## src/rtl/ram_stream_reader_if.sv

```systemverilog
// Command, RAM read-port and output-stream signals of the RAM stream reader.
// master = reader side, slave = the environment (command source, RAM, stream sink).
interface ram_stream_reader_if #(
  parameter int ADDR_WIDTH = 8,
  parameter int DATA_WIDTH = 16
);
  logic                  start;
  logic [ADDR_WIDTH-1:0] base_addr;
  logic [ADDR_WIDTH:0]   length;
  logic                  busy;
  logic                  done;
  logic [ADDR_WIDTH-1:0] ram_addr;
  logic [DATA_WIDTH-1:0] ram_do;
  logic [DATA_WIDTH-1:0] m_data;
  logic                  m_valid;
  logic                  m_ready;
  logic                  m_last;

  modport master (
    input  start, base_addr, length, ram_do, m_ready,
    output busy, done, ram_addr, m_data, m_valid, m_last
  );
  modport slave (
    output start, base_addr, length, ram_do, m_ready,
    input  busy, done, ram_addr, m_data, m_valid, m_last
  );
endinterface

```

## src/rtl/ram_stream_reader.sv

```systemverilog
// Wrapping burst reader for a 1-cycle-latency block RAM, streaming the words out
// through a small credit-protected FIFO with a last-beat marker.
module ram_stream_reader #(
  parameter int ADDR_WIDTH = 8,
  parameter int DATA_WIDTH = 16,
  parameter int FIFO_DEPTH = 4
) (
  input  logic                clk,
  input  logic                rst_n,
  ram_stream_reader_if.master bus_if
);
  localparam int PW     = $clog2(FIFO_DEPTH);
  localparam int STAGES = 2;
  localparam logic [1:0] S_IDLE  = 2'd0;
  localparam logic [1:0] S_ISSUE = 2'd1;
  localparam logic [1:0] S_DRAIN = 2'd2;

  logic [1:0]            state_q, state_d;
  logic [ADDR_WIDTH-1:0] addr_cnt_q, addr_cnt_d;
  logic [ADDR_WIDTH-1:0] ram_addr_q, ram_addr_d;
  logic [ADDR_WIDTH:0]   rem_q, rem_d;
  logic                  done_q, done_d;
  logic [STAGES:1]       vld_pipe_q, last_pipe_q;
  logic                  issue, issue_last;

  logic [DATA_WIDTH-1:0] fifo_data [FIFO_DEPTH];
  logic [FIFO_DEPTH-1:0] fifo_last;
  logic [PW-1:0]         wr_ptr_q, rd_ptr_q;
  logic [PW:0]           count_q;
  logic [PW+1:0]         occ;
  logic                  push, pop, credit;

  // Stage 2 marks the cycle in which ram_do holds a word we asked for.
  assign push   = vld_pipe_q[2];
  assign pop    = bus_if.m_valid & bus_if.m_ready;
  assign occ    = (PW+2)'(count_q) + (PW+2)'(vld_pipe_q[1]) + (PW+2)'(vld_pipe_q[2]);
  assign credit = occ < (PW+2)'(FIFO_DEPTH);

  // The start-accept edge doubles as the first issue, giving 2-cycle latency.
  always_comb begin
    state_d    = state_q;
    addr_cnt_d = addr_cnt_q;
    ram_addr_d = ram_addr_q;
    rem_d      = rem_q;
    done_d     = 1'b0;
    issue      = 1'b0;
    issue_last = 1'b0;
    case (state_q)
      S_IDLE: if (bus_if.start) begin
        if (bus_if.length == '0) begin
          done_d = 1'b1;
        end else begin
          issue      = 1'b1;
          issue_last = (bus_if.length == (ADDR_WIDTH+1)'(1));
          ram_addr_d = bus_if.base_addr;
          addr_cnt_d = bus_if.base_addr + 1'b1;
          rem_d      = bus_if.length - 1'b1;
          state_d    = issue_last ? S_DRAIN : S_ISSUE;
        end
      end
      S_ISSUE: if (credit) begin
        issue      = 1'b1;
        issue_last = (rem_q == (ADDR_WIDTH+1)'(1));
        ram_addr_d = addr_cnt_q;
        addr_cnt_d = addr_cnt_q + 1'b1;
        rem_d      = rem_q - 1'b1;
        if (issue_last) state_d = S_DRAIN;
      end
      S_DRAIN: if (pop && bus_if.m_last) begin
        done_d  = 1'b1;
        state_d = S_IDLE;
      end
      default: state_d = S_IDLE;
    endcase
  end

  always_ff @(posedge clk or negedge rst_n) begin
    if (!rst_n) begin
      state_q     <= S_IDLE;
      addr_cnt_q  <= '0;
      ram_addr_q  <= '0;
      rem_q       <= '0;
      done_q      <= 1'b0;
      vld_pipe_q  <= '0;
      last_pipe_q <= '0;
      wr_ptr_q    <= '0;
      rd_ptr_q    <= '0;
      count_q     <= '0;
    end else begin
      state_q     <= state_d;
      addr_cnt_q  <= addr_cnt_d;
      ram_addr_q  <= ram_addr_d;
      rem_q       <= rem_d;
      done_q      <= done_d;
      vld_pipe_q  <= {vld_pipe_q[1], issue};
      last_pipe_q <= {last_pipe_q[1], issue_last};
      if (push) wr_ptr_q <= wr_ptr_q + 1'b1;
      if (pop)  rd_ptr_q <= rd_ptr_q + 1'b1;
      count_q <= count_q + (PW+1)'(push) - (PW+1)'(pop);
    end
  end

  always_ff @(posedge clk) begin
    if (push) begin
      fifo_data[wr_ptr_q] <= bus_if.ram_do;
      fifo_last[wr_ptr_q] <= last_pipe_q[2];
    end
  end

  // Data is gated by valid so the stream outputs read zero when idle or in reset.
  assign bus_if.m_valid  = (count_q != '0);
  assign bus_if.m_data   = bus_if.m_valid ? fifo_data[rd_ptr_q] : '0;
  assign bus_if.m_last   = bus_if.m_valid & fifo_last[rd_ptr_q];
  assign bus_if.busy     = (state_q != S_IDLE);
  assign bus_if.done     = done_q;
  assign bus_if.ram_addr = ram_addr_q;
endmodule

```

## src/flat_wrapper.sv

```systemverilog
// flat-port wrapper written by rule: the top's interface ports become plain ports
module ram_stream_reader_flat 
#(
  parameter int ADDR_WIDTH = 8,
  parameter int DATA_WIDTH = 16,
  parameter int FIFO_DEPTH = 4
)
  (clk, rst_n, bus_if_start, bus_if_base_addr, bus_if_length, bus_if_ram_do, bus_if_m_ready, bus_if_busy, bus_if_done, bus_if_ram_addr, bus_if_m_data, bus_if_m_valid, bus_if_m_last);
  ram_stream_reader_if #(.ADDR_WIDTH(ADDR_WIDTH), .DATA_WIDTH(DATA_WIDTH)) bus_if_i ();
  input  logic clk;
  input  logic rst_n;
  input wire logic [$bits(bus_if_i.start)-1:0] bus_if_start;
  input wire logic [$bits(bus_if_i.base_addr)-1:0] bus_if_base_addr;
  input wire logic [$bits(bus_if_i.length)-1:0] bus_if_length;
  input wire logic [$bits(bus_if_i.ram_do)-1:0] bus_if_ram_do;
  input wire logic [$bits(bus_if_i.m_ready)-1:0] bus_if_m_ready;
  output wire logic [$bits(bus_if_i.busy)-1:0] bus_if_busy;
  output wire logic [$bits(bus_if_i.done)-1:0] bus_if_done;
  output wire logic [$bits(bus_if_i.ram_addr)-1:0] bus_if_ram_addr;
  output wire logic [$bits(bus_if_i.m_data)-1:0] bus_if_m_data;
  output wire logic [$bits(bus_if_i.m_valid)-1:0] bus_if_m_valid;
  output wire logic [$bits(bus_if_i.m_last)-1:0] bus_if_m_last;
  assign bus_if_i.start = bus_if_start;
  assign bus_if_i.base_addr = bus_if_base_addr;
  assign bus_if_i.length = bus_if_length;
  assign bus_if_i.ram_do = bus_if_ram_do;
  assign bus_if_i.m_ready = bus_if_m_ready;
  assign bus_if_busy = bus_if_i.busy;
  assign bus_if_done = bus_if_i.done;
  assign bus_if_ram_addr = bus_if_i.ram_addr;
  assign bus_if_m_data = bus_if_i.m_data;
  assign bus_if_m_valid = bus_if_i.m_valid;
  assign bus_if_m_last = bus_if_i.m_last;
  ram_stream_reader #(.ADDR_WIDTH(ADDR_WIDTH), .DATA_WIDTH(DATA_WIDTH), .FIFO_DEPTH(FIFO_DEPTH)) u_core (.clk(clk), .rst_n(rst_n), .bus_if(bus_if_i));
endmodule
```

## config.mk

```make
export PLATFORM = sky130hd
export DESIGN_NAME = ram_stream_reader_flat
export DESIGN_NICKNAME = d
export VERILOG_FILES = /design/src/rtl/ram_stream_reader_if.sv /design/src/rtl/ram_stream_reader.sv /design/src/flat_wrapper.sv
export SDC_FILE = /design/constraint.sdc
export NUM_CORES = 1
export LEC_CHECK = 0
export ABC_CLOCK_PERIOD_IN_PS = 2300
export CORE_MARGIN = 10
export CORE_UTILIZATION = 40
export CTS_CLUSTER_DIAMETER = 60
export DETAILED_ROUTE_END_ITERATION = 16
export SKIP_LAST_GASP = 1
export SYNTH_ARGS = -nofsm -noshare
export SYNTH_HDL_FRONTEND = slang
export SYNTH_SLANG_ARGS = --single-unit
```

## constraint.sdc

```tcl
create_clock -name clk -period 2.3 [get_ports clk]
set_input_delay 0.69 -clock clk [delete_from_list [all_inputs] [get_ports clk]]
set_output_delay 0.69 -clock clk [all_outputs]
set_load 0.01 [all_outputs]
```

After elaboration in Yosys (flattened, before gate mapping)
Memories as Yosys holds them, arrays and structs flattened.
Index checks and enable logic that the tools add are counted.
{"block": "totals", "mem_bits_ro": 0, "wordCells": 85, "ff_bits": 43, "mem_bits_rw": 64, "latch_bits": 0, "out_inout_bits": 28, "mem_count": 1, "in_bits": 37}
{"block": "op_classes", "n_lt_le_gt_ge": 4, "add_sub_neg": 10, "n_div": 0, "shifts": 0, "n_bitwise": 2, "reduce_logical": 9, "mul": 0, "n_eq_ne": 9, "muxes": 39}
{"name": "u_core.fifo_data", "depth": 4, "word_bits": 16, "rd": 1, "rd_ports_with_merged_regs": 0, "write_ports": 1, "line": "ram_stream_reader.sv:26", "source": "logic [DATA_WIDTH-1:0] fifo_data [FIFO_DEPTH];"}
{"cell": "$mux W8", "n": 6}
{"cell": "$pmux W8 S2", "n": 2}
{"cell": "$mux W9", "n": 3}
{"cell": "$eq A9 B1 Y1 const B", "n": 2}
{"cell": "$pmux W9 S2", "n": 1}
{"cell": "$sub A9 B1 Y9 const B", "n": 2}
{"cell": "$add A8 B1 Y8 const B", "n": 2}
{"cell": "$mux W16", "n": 1}
{"cell": "$mux W1", "n": 13}
{"cell": "$mux W2", "n": 6}
{"cell": "$logic_not A9 Y1", "n": 1}
{"cell": "$lt A2 B3 Y1 const B", "n": 2}
{"cell": "$ne A2 B1 Y1 const B", "n": 3}
{"cell": "$pmux W1 S2", "n": 3}
{"cell": "$pmux W2 S3", "n": 1}
{"cell": "$reduce_and A5 Y1", "n": 1}
{"cell": "$add A2 B1 Y2 const B", "n": 2}
{"cell": "$add A3 B1 Y4", "n": 1}
{"cell": "$add A4 B1 Y4", "n": 1}
{"cell": "$bwmux W4", "n": 1}
{"cell": "$lt A4 B3 Y1 const B", "n": 1}
{"cell": "$ne A2 B2 Y1 const B", "n": 2}
{"cell": "$reduce_and A4 Y1", "n": 1}
{"cell": "$reduce_bool A2 Y1", "n": 2}
{"cell": "11 further kinds", "n": 13}

Longest topological paths before layout
Gate-level depths: netlist (run 1).
{"block": "depth", "ltp_word": 6, "mapped_depth": 11}

Worst setup path before layout (run 1)
OpenSTA, ideal clock, no wires.
{"block": "synth_path", "path_type": "register to register", "from": "reg u_core.state_q[1]", "to": "reg u_core.addr_cnt_q[6]", "t_arrival_ps": 2263, "required_ps": 2210, "path_slack_ps": -52, "synth_period_minus_slack_ps": 2352, "n_path_buf": 4, "setup_time_ps": 90, "stages_incl_launch_ff": 12, "path_cell_list": "dfrtp_1 > nand2b_1 > buf_6 > buf_8 > clkbuf_1 > buf_2 > nand2_1 > nand2_1 > ha_1 > nand3_1 > or4b_1 > o2111ai_1"}
{"block": "synth_between", "elab_chain_len": 3, "word_cells_on_any_way": 8}
{"item": "start, declared", "line": "ram_stream_reader.sv:18", "source": "logic [1:0] state_q, state_d;"}
{"item": "start signal, assigned", "line": "ram_stream_reader.sv:90", "source": "state_q <= state_d;"}
{"item": "$eq A2 B1 Y1 / $logic_not A2 Y1 (equally long branches)", "line": "ram_stream_reader.sv:48", "source": "case (state_q)"}
{"item": "$ne A2 B1 Y1 (no source line), or another cell as far along"}
{"item": "$reduce_and A4 Y1 (no source line)"}
{"item": "end signal, assigned", "line": "ram_stream_reader.sv:91", "source": "addr_cnt_q <= addr_cnt_d;"}
{"item": "end, declared", "line": "ram_stream_reader.sv:19", "source": "logic [ADDR_WIDTH-1:0] addr_cnt_q, addr_cnt_d;"}
Parallel ways exist; a longest one is shown, timed or not.
A chain may end at the register's enable or synchronous reset.

Worst setup path in the final report (run 1)
{"block": "layout_path", "from": "reg u_core.rd_ptr_q[0]", "to": "out bus_if_m_data[14]"}
{"block": "layout_between", "elab_chain_len": 2}
{"item": "start, declared", "line": "ram_stream_reader.sv:28", "source": "logic [PW-1:0] wr_ptr_q, rd_ptr_q;"}
{"item": "start signal, assigned", "line": "ram_stream_reader.sv:98", "source": "if (pop) rd_ptr_q <= rd_ptr_q + 1'b1;"}
{"item": "$mem_v2 Z4 W16"}
{"item": "$mux W16", "line": "ram_stream_reader.sv:112", "source": "assign bus_if.m_data = bus_if.m_valid ? fifo_data[rd_ptr_q] : '0;"}
{"item": "end, declared", "line": "flat_wrapper.sv:20", "source": "output wire logic [$bits(bus_if_i.m_data)-1:0] bus_if_m_data;"}
No other way between the ends.

==> run metrics, run 1 <==
GPL Wtd Cong=0.789; Die Ht=132 microns; Routed Antenna Nets=0; 1st-iter DRT viols=189; failing checks=negative setup slack; root buffer cell=clkbuf_16; Clock Latency Late Sink=0.36 ns; Clock H-tree levels=3; maximum VDD drop=607 uV; CP cell instances=buf_8, buf_6, mux4_2, and2_4, buf_6; vias in the first global route=3555; total CTS buffers=9; Seq/Total Area, Yosys=59.6%; Die X=132 microns; core box area=12500 sq um; final hold vios=0; Util after Layout=54.4%; cell count after synthesis=382; post-DR wirelength/cell=16.1 microns; Syn Std Cell Area=5060 sq um; total power=9.07 mW; top post-synthesis cells by count=edfxtp_1, dfrtp_1, nand2_1; most common cell in the netlist=edfxtp_1; yosys warns=0; hold_buf cts=0; final worst setup slack=-0.183 ns; hpwl dp=7.67 mm; max-cap violations=0; final instance area=6810 sq um; Fmax achieved=403 MHz; Highest Signal Layer=met4; clock skew=0.0104 ns; CP Data Arrival Time=1.79 ns; Starting Density=40.4%; CP Max Fanout=6; final slew viol count=0; share of the synthesized area in the top cell type=40.3%; Post-Syn Nets=434; Max stage delay on crit path=0.49 ns; CTS tree=done; dominant cell type by area after synthesis=edfxtp_1; CP max stage cell=mux4_2; Hold Crit Class=primary input to async pin; Worst Tran Pin Value=0.545 ns; #FFs+latches synth=107; routed metal-1 wirelength=4.87 mm; pwr dens=1330 nW/um^2; Synth Area per Inst=13.2 sq um; antenna cells=0; crit path buf inv count=3; crit share post-route=108%; DR DRC count=0; metal3 WL=551 microns; IO Pins=65; status=complete, but fails checks; drt pass-1 iters=4; Post-synth EDFFs=68; delay-heaviest family, CP=multiplexers; std cell rows=41; Final min period=2.48 ns; vias=3465; leakage power=2.74 nW; Crit Path Class=flop to primary output; Vias/cell=5.07; NumNets Final=559; post-synth cell types=55; first-pass GRT wire length=17.9 mm; all-layer global routing usage=12.7%; top_reg_cell synth=edfxtp_1; Max clock buf depth=2; RSZ-0062 raised after global routing=true; metal2 WL=5.50 mm; Rel. slew slack=63.3%; grt ovf=0; synth top area cells=edfxtp_1, dfrtp_1, mux4_2; Layout area overhead=34.6%; Setup violations, final=18; CP endpoint kind=primary output; largest net degree at the start of global routing=33; Worst Path Required=1.61 ns; TritonCTS sink count=107; Async S/R FF share, synth=36.4%; antenna violations before repair=0; CP Launch Type=flop; register clock-pin slew on the reported worst setup and hold paths=0.08 ns; share of layout cells above drive strength 1=29.7%; Port Buffers=64; Routed Wire Length=11.0 mm; most used cell, CP=buf_6; full die area=17600 sq um; Area after DPL=6200 sq um
[worst paths after layout]
path | from | endpoint | slack (ns) | depth (start not counted)
max | u_core.rd_ptr_q[0]$_DFFE_PN0P_ | bus_if_m_data[14] | -0.18 | 5
min | rst_n | u_core.bus_if.ram_addr[0]$_DFFE_PN0P_ | 0.28 | 1
max reg2reg | u_core.count_q[2]$_DFF_PN0_ | u_core.count_q[2]$_DFF_PN0_ | 0.11 | 8
min reg2reg | u_core.last_pipe_q[1]$_DFF_PN0_ | u_core.last_pipe_q[2]$_DFF_PN0_ | 0.35 | 0
max in group asynchronous | rst_n | u_core.rd_ptr_q[0]$_DFFE_PN0P_ | 1.53 | 2
min in group clk | u_core.last_pipe_q[1]$_DFF_PN0_ | u_core.last_pipe_q[2]$_DFF_PN0_ | 0.35 | 0
[repair_timing]
action | 4_1_cts | 5_1_grt
cloned | 1 | 1
hold endpoints to repair | 0 | 0
setup buffers | 14 | 7
endpoints found under the setup margin | 40 | 39
resized for setup | 90 | 38
pin swaps | 12 | 13
[layout by cell type, fill, tap and decap left out, types with 13 or more instances in the layout]
cell / netlist / layout
o21ai_0: 15 / 15
buf_4: 2 / 53
and2_1: 26 / 13
nor2_1: 20 / 20
mux4_2: 17 / 17
dfrtp_1: 39 / 37
clkdlybuf4s50_1: 0 / 36
buf_6: 4 / 21
a21oi_1: 19 / 19
edfxtp_1: 68 / 68
nand2_1: 37 / 37
and2_4: 0 / 13
[per-stage QoR]
| stage | setup slack [ns] | hold WS [ns] | TNS [ns] | std cells |
|---|---|---|---|---|
| finish | -0.183 | 0.284 | -2.48 | 684 |
| global route | -0.252 | 0.297 | -3.67 | 684 |
| CTS | -0.305 | 0.284 | -3.20 | 677 |
| detailed placement | -0.523 | 0.337 | -14.05 | 646 |
| global placement | -0.457 | 0.331 | -12.55 | 646 |
| floorplan | 0.00743 | 0.331 | 0 | 382 |
[routing by layer]
layer	vias to the layer above	global-route usage [%]
met5	-	0
met4	0	3.73
met3	7	4.39
met2	85	20.9
met1	1707	15.3
li1	1666	-
[cell type report]
| cell class | instances | area (sq um) |
|---|---|---|
| clock buffers | 9 | 225 |
| clock inverters | 7 | 97.6 |
| fillers | 1094 | 5700 |
| inverters | 13 | 51.3 |
| multi-input cells | 243 | 1930 |
| flip-flops and latches | 107 | 3020 |
| well taps | 172 | 215 |
| repair buffers | 133 | 1270 |
[state kept, by name, indices dropped and copies added (netlist names)]
name                    count
u_core.state_q              2
u_core.bus_if.done          1
u_core.count_q              3
u_core.last_pipe_q          2
u_core.wr_ptr_q             2
u_core.rem_q                9
u_core.fifo_data           64
u_core.fifo_last            4
u_core.addr_cnt_q           8
u_core.rd_ptr_q             2
u_core.vld_pipe_q           2
u_core.bus_if.ram_addr      8
[logic make-up (layout without fill, tap and decap cells)]
kind of cell / after synthesis / in the layout / share of synthesized area [%]
buf+inv: 32 / 162 / 3.46
simple gates: 128 / 128 / 13.5
compound gates: 60 / 60 / 7.54
flops: 107 / 107 / 59.6
mux: 29 / 29 / 10.1
xor+xnor: 11 / 11 / 1.90
fa+ha+maj: 15 / 15 / 3.86
[power by group]
group / switching (mW) / total [mW] / internal [mW]
combinational: 2.05 / 4.42 / 2.38
sequential: 0.313 / 3.01 / 2.69
clock: 0.762 / 1.64 / 0.883
total: 3.12 / 9.07 / 5.95
Note: power is estimated with default switching activity, not from simulation.
==> inputs of run 2 (changes only) <==
- CTS_CLUSTER_DIAMETER: 60 -> 120
==> results of run 2 <==
Final layout, timing and power as in run 1 (identical DEF).
==> RTL change, RTL diff (settings of run 2) <==
`DATA_WIDTH` is set to 16 in 3 places; all go to 32.
--- a/src/rtl/ram_stream_reader_if.sv
+++ b/src/rtl/ram_stream_reader_if.sv
@@ -2,7 +2,7 @@
 // master = reader side, slave = the environment (command source, RAM, stream sink).
 interface ram_stream_reader_if #(
   parameter int ADDR_WIDTH = 8,
-  parameter int DATA_WIDTH = 16
+  parameter int DATA_WIDTH = 32
 );
   logic                  start;
   logic [ADDR_WIDTH-1:0] base_addr;
--- a/src/rtl/ram_stream_reader.sv
+++ b/src/rtl/ram_stream_reader.sv
@@ -2,7 +2,7 @@
 // through a small credit-protected FIFO with a last-beat marker.
 module ram_stream_reader #(
   parameter int ADDR_WIDTH = 8,
-  parameter int DATA_WIDTH = 16,
+  parameter int DATA_WIDTH = 32,
   parameter int FIFO_DEPTH = 4
 ) (
   input  logic                clk,
--- a/src/flat_wrapper.sv
+++ b/src/flat_wrapper.sv
@@ -2,7 +2,7 @@
 module ram_stream_reader_flat 
 #(
   parameter int ADDR_WIDTH = 8,
-  parameter int DATA_WIDTH = 16,
+  parameter int DATA_WIDTH = 32,
   parameter int FIFO_DEPTH = 4
 )
   (clk, rst_n, bus_if_start, bus_if_base_addr, bus_if_length, bus_if_ram_do, bus_if_m_ready, bus_if_busy, bus_if_done, bus_if_ram_addr, bus_if_m_data, bus_if_m_valid, bus_if_m_last);
Interface: changed (resized bus_if_m_data and bus_if_ram_do); port bits go from 65 to 97. The function was not compared with the original's and may differ.
==> RTL change against run 2 <==
- the run still ends with setup timing left
- wire length is 50% higher
- area after synthesis is 50% higher
- setup slack worse by 0.075 ns
- final area is 47% higher
- sequential cell count is 64 higher
- register-to-register slack better by 0.02 ns
- total power is 56% higher
- utilization is 0.76 points lower
- critical path type unchanged
- largest cell class unchanged
- highest routed layer unchanged
==> RTL change: results (changes against run 2) <==
- Result of the run: finished with violations
- Violations in the final reports: setup timing
- Non-clock buffer total of the final layout: 161 (+21%)
- Cell count after synthesis: 471 (+23%)
- Sequential fraction of the synthesis area: 0.6502 (+0.05391)
- Post-detailed-routing wire length: 16540 um (+50%)
- Post CTS Setup Buffer Count: 6 (-8)
- Number of clock buffers in the layout: 17 (+8)
- Global-route usage over all layers: 0.1377 (+0.01086)
- Final #Nets: 696 (+25%)
- Number of synthesized flops with an enable pin: 132 (+94%)
- Switching share of power: 0.3332 (-0.01105)
- Clk sinks: 171 (+60%)
- DR vias: 4584 (+32%)
- Final Worst Setup Slack: -0.2583 ns (-0.07519 ns)
- Placed insts: 834 (+29%)
- Most frequent cells after synthesis: sky130_fd_sc_hd__edfxtp_1, sky130_fd_sc_hd__and2_1, sky130_fd_sc_hd__dfrtp_1, sky130_fd_sc_hd__mux4_2, sky130_fd_sc_hd__nor2_1
- Area after DPL: 9264 um^2 (+49%)
- Vias in the first global route: 4905 (+38%)
- Pin count of the biggest net entering global routing: 34 (+3.0%)
- Largest registers: u_core.fifo_data (128), u_core.rem_q (9)
- Synthesized net count: 539 (+24%)
- Clk cell area share: 0.05796 (+0.01058)
- Setup-violating endpoint count in the final report: 33 (+15)
- Worst Setup Slack post-DPL: -0.3177 ns (+0.2050 ns)
- H-tree Lvls: 4 (+1)
- Fraction of final layout cells sized beyond drive strength 1: 0.3541 (+0.05726)
- Avg WL per Cell: 18.91 um (+17%)
- FF/Latch Area: 4941 um^2 (+64%)
- Sequential Power: 4.67 mW (+55%)
- Max VDD drop: 0.0006398 V (+5.3%)
- Multi-input gate share of the layout cell area: 0.2536 (-0.03010)
[RTL change: cells by family after synthesis]
| family | synth area share |
|---|---|
| compound gates | 0.06604 |
| xor+xnor | 0.01268 |
| fa+ha+maj | 0.02569 |
| buf+inv | 0.02800 |
| flops | 0.6502 |
| mux | 0.1215 |
| simple gates | 0.09585 |
[RTL change: critical path: stages, from the launching register on]
cell and delay (ns):
sky130_fd_sc_hd__dfrtp_2 0.39, sky130_fd_sc_hd__buf_12 0.13, sky130_fd_sc_hd__buf_12 0.12, sky130_fd_sc_hd__mux4_2 0.51
sky130_fd_sc_hd__and2_4 0.18, sky130_fd_sc_hd__buf_6 0.11
[RTL change: per-layer routing]
layer	part of all wire	vias up	global-route usage
met5	0	-	0
met4	0.013	0	0.03963
met3	0.052	15	0.04016
met2	0.50	102	0.2342
met1	0.43	2320	0.1662
li1	-	2147	-
[RTL change: through the flow]
stage                     hold WS [ns]  power [mW]  TNS [ns]
after CTS                       0.2479       14.25    -9.630
after detailed placement        0.3397       11.05    -12.08
after global routing            0.2590       15.08    -9.962
final                           0.2525       14.20    -7.391
after global placement          0.3394       10.89    -10.74
after floorplan                 0.3312       8.285         0
[RTL change: worst paths after layout]
path | slack (ns) | endpoint | startpoint
max | -0.26 | bus_if_m_data[15] | u_core.rd_ptr_q[0]
min | 0.25 | u_core.rem_q[5] | rst_n
max reg2reg | 0.13 | u_core.count_q[2] | u_core.count_q[2]
min reg2reg | 0.35 | u_core.last_pipe_q[2] | u_core.last_pipe_q[1]
max in group asynchronous | 1.54 | u_core.bus_if.ram_addr[2] | rst_n
min in group clk | 0.35 | u_core.last_pipe_q[2] | u_core.last_pipe_q[1]
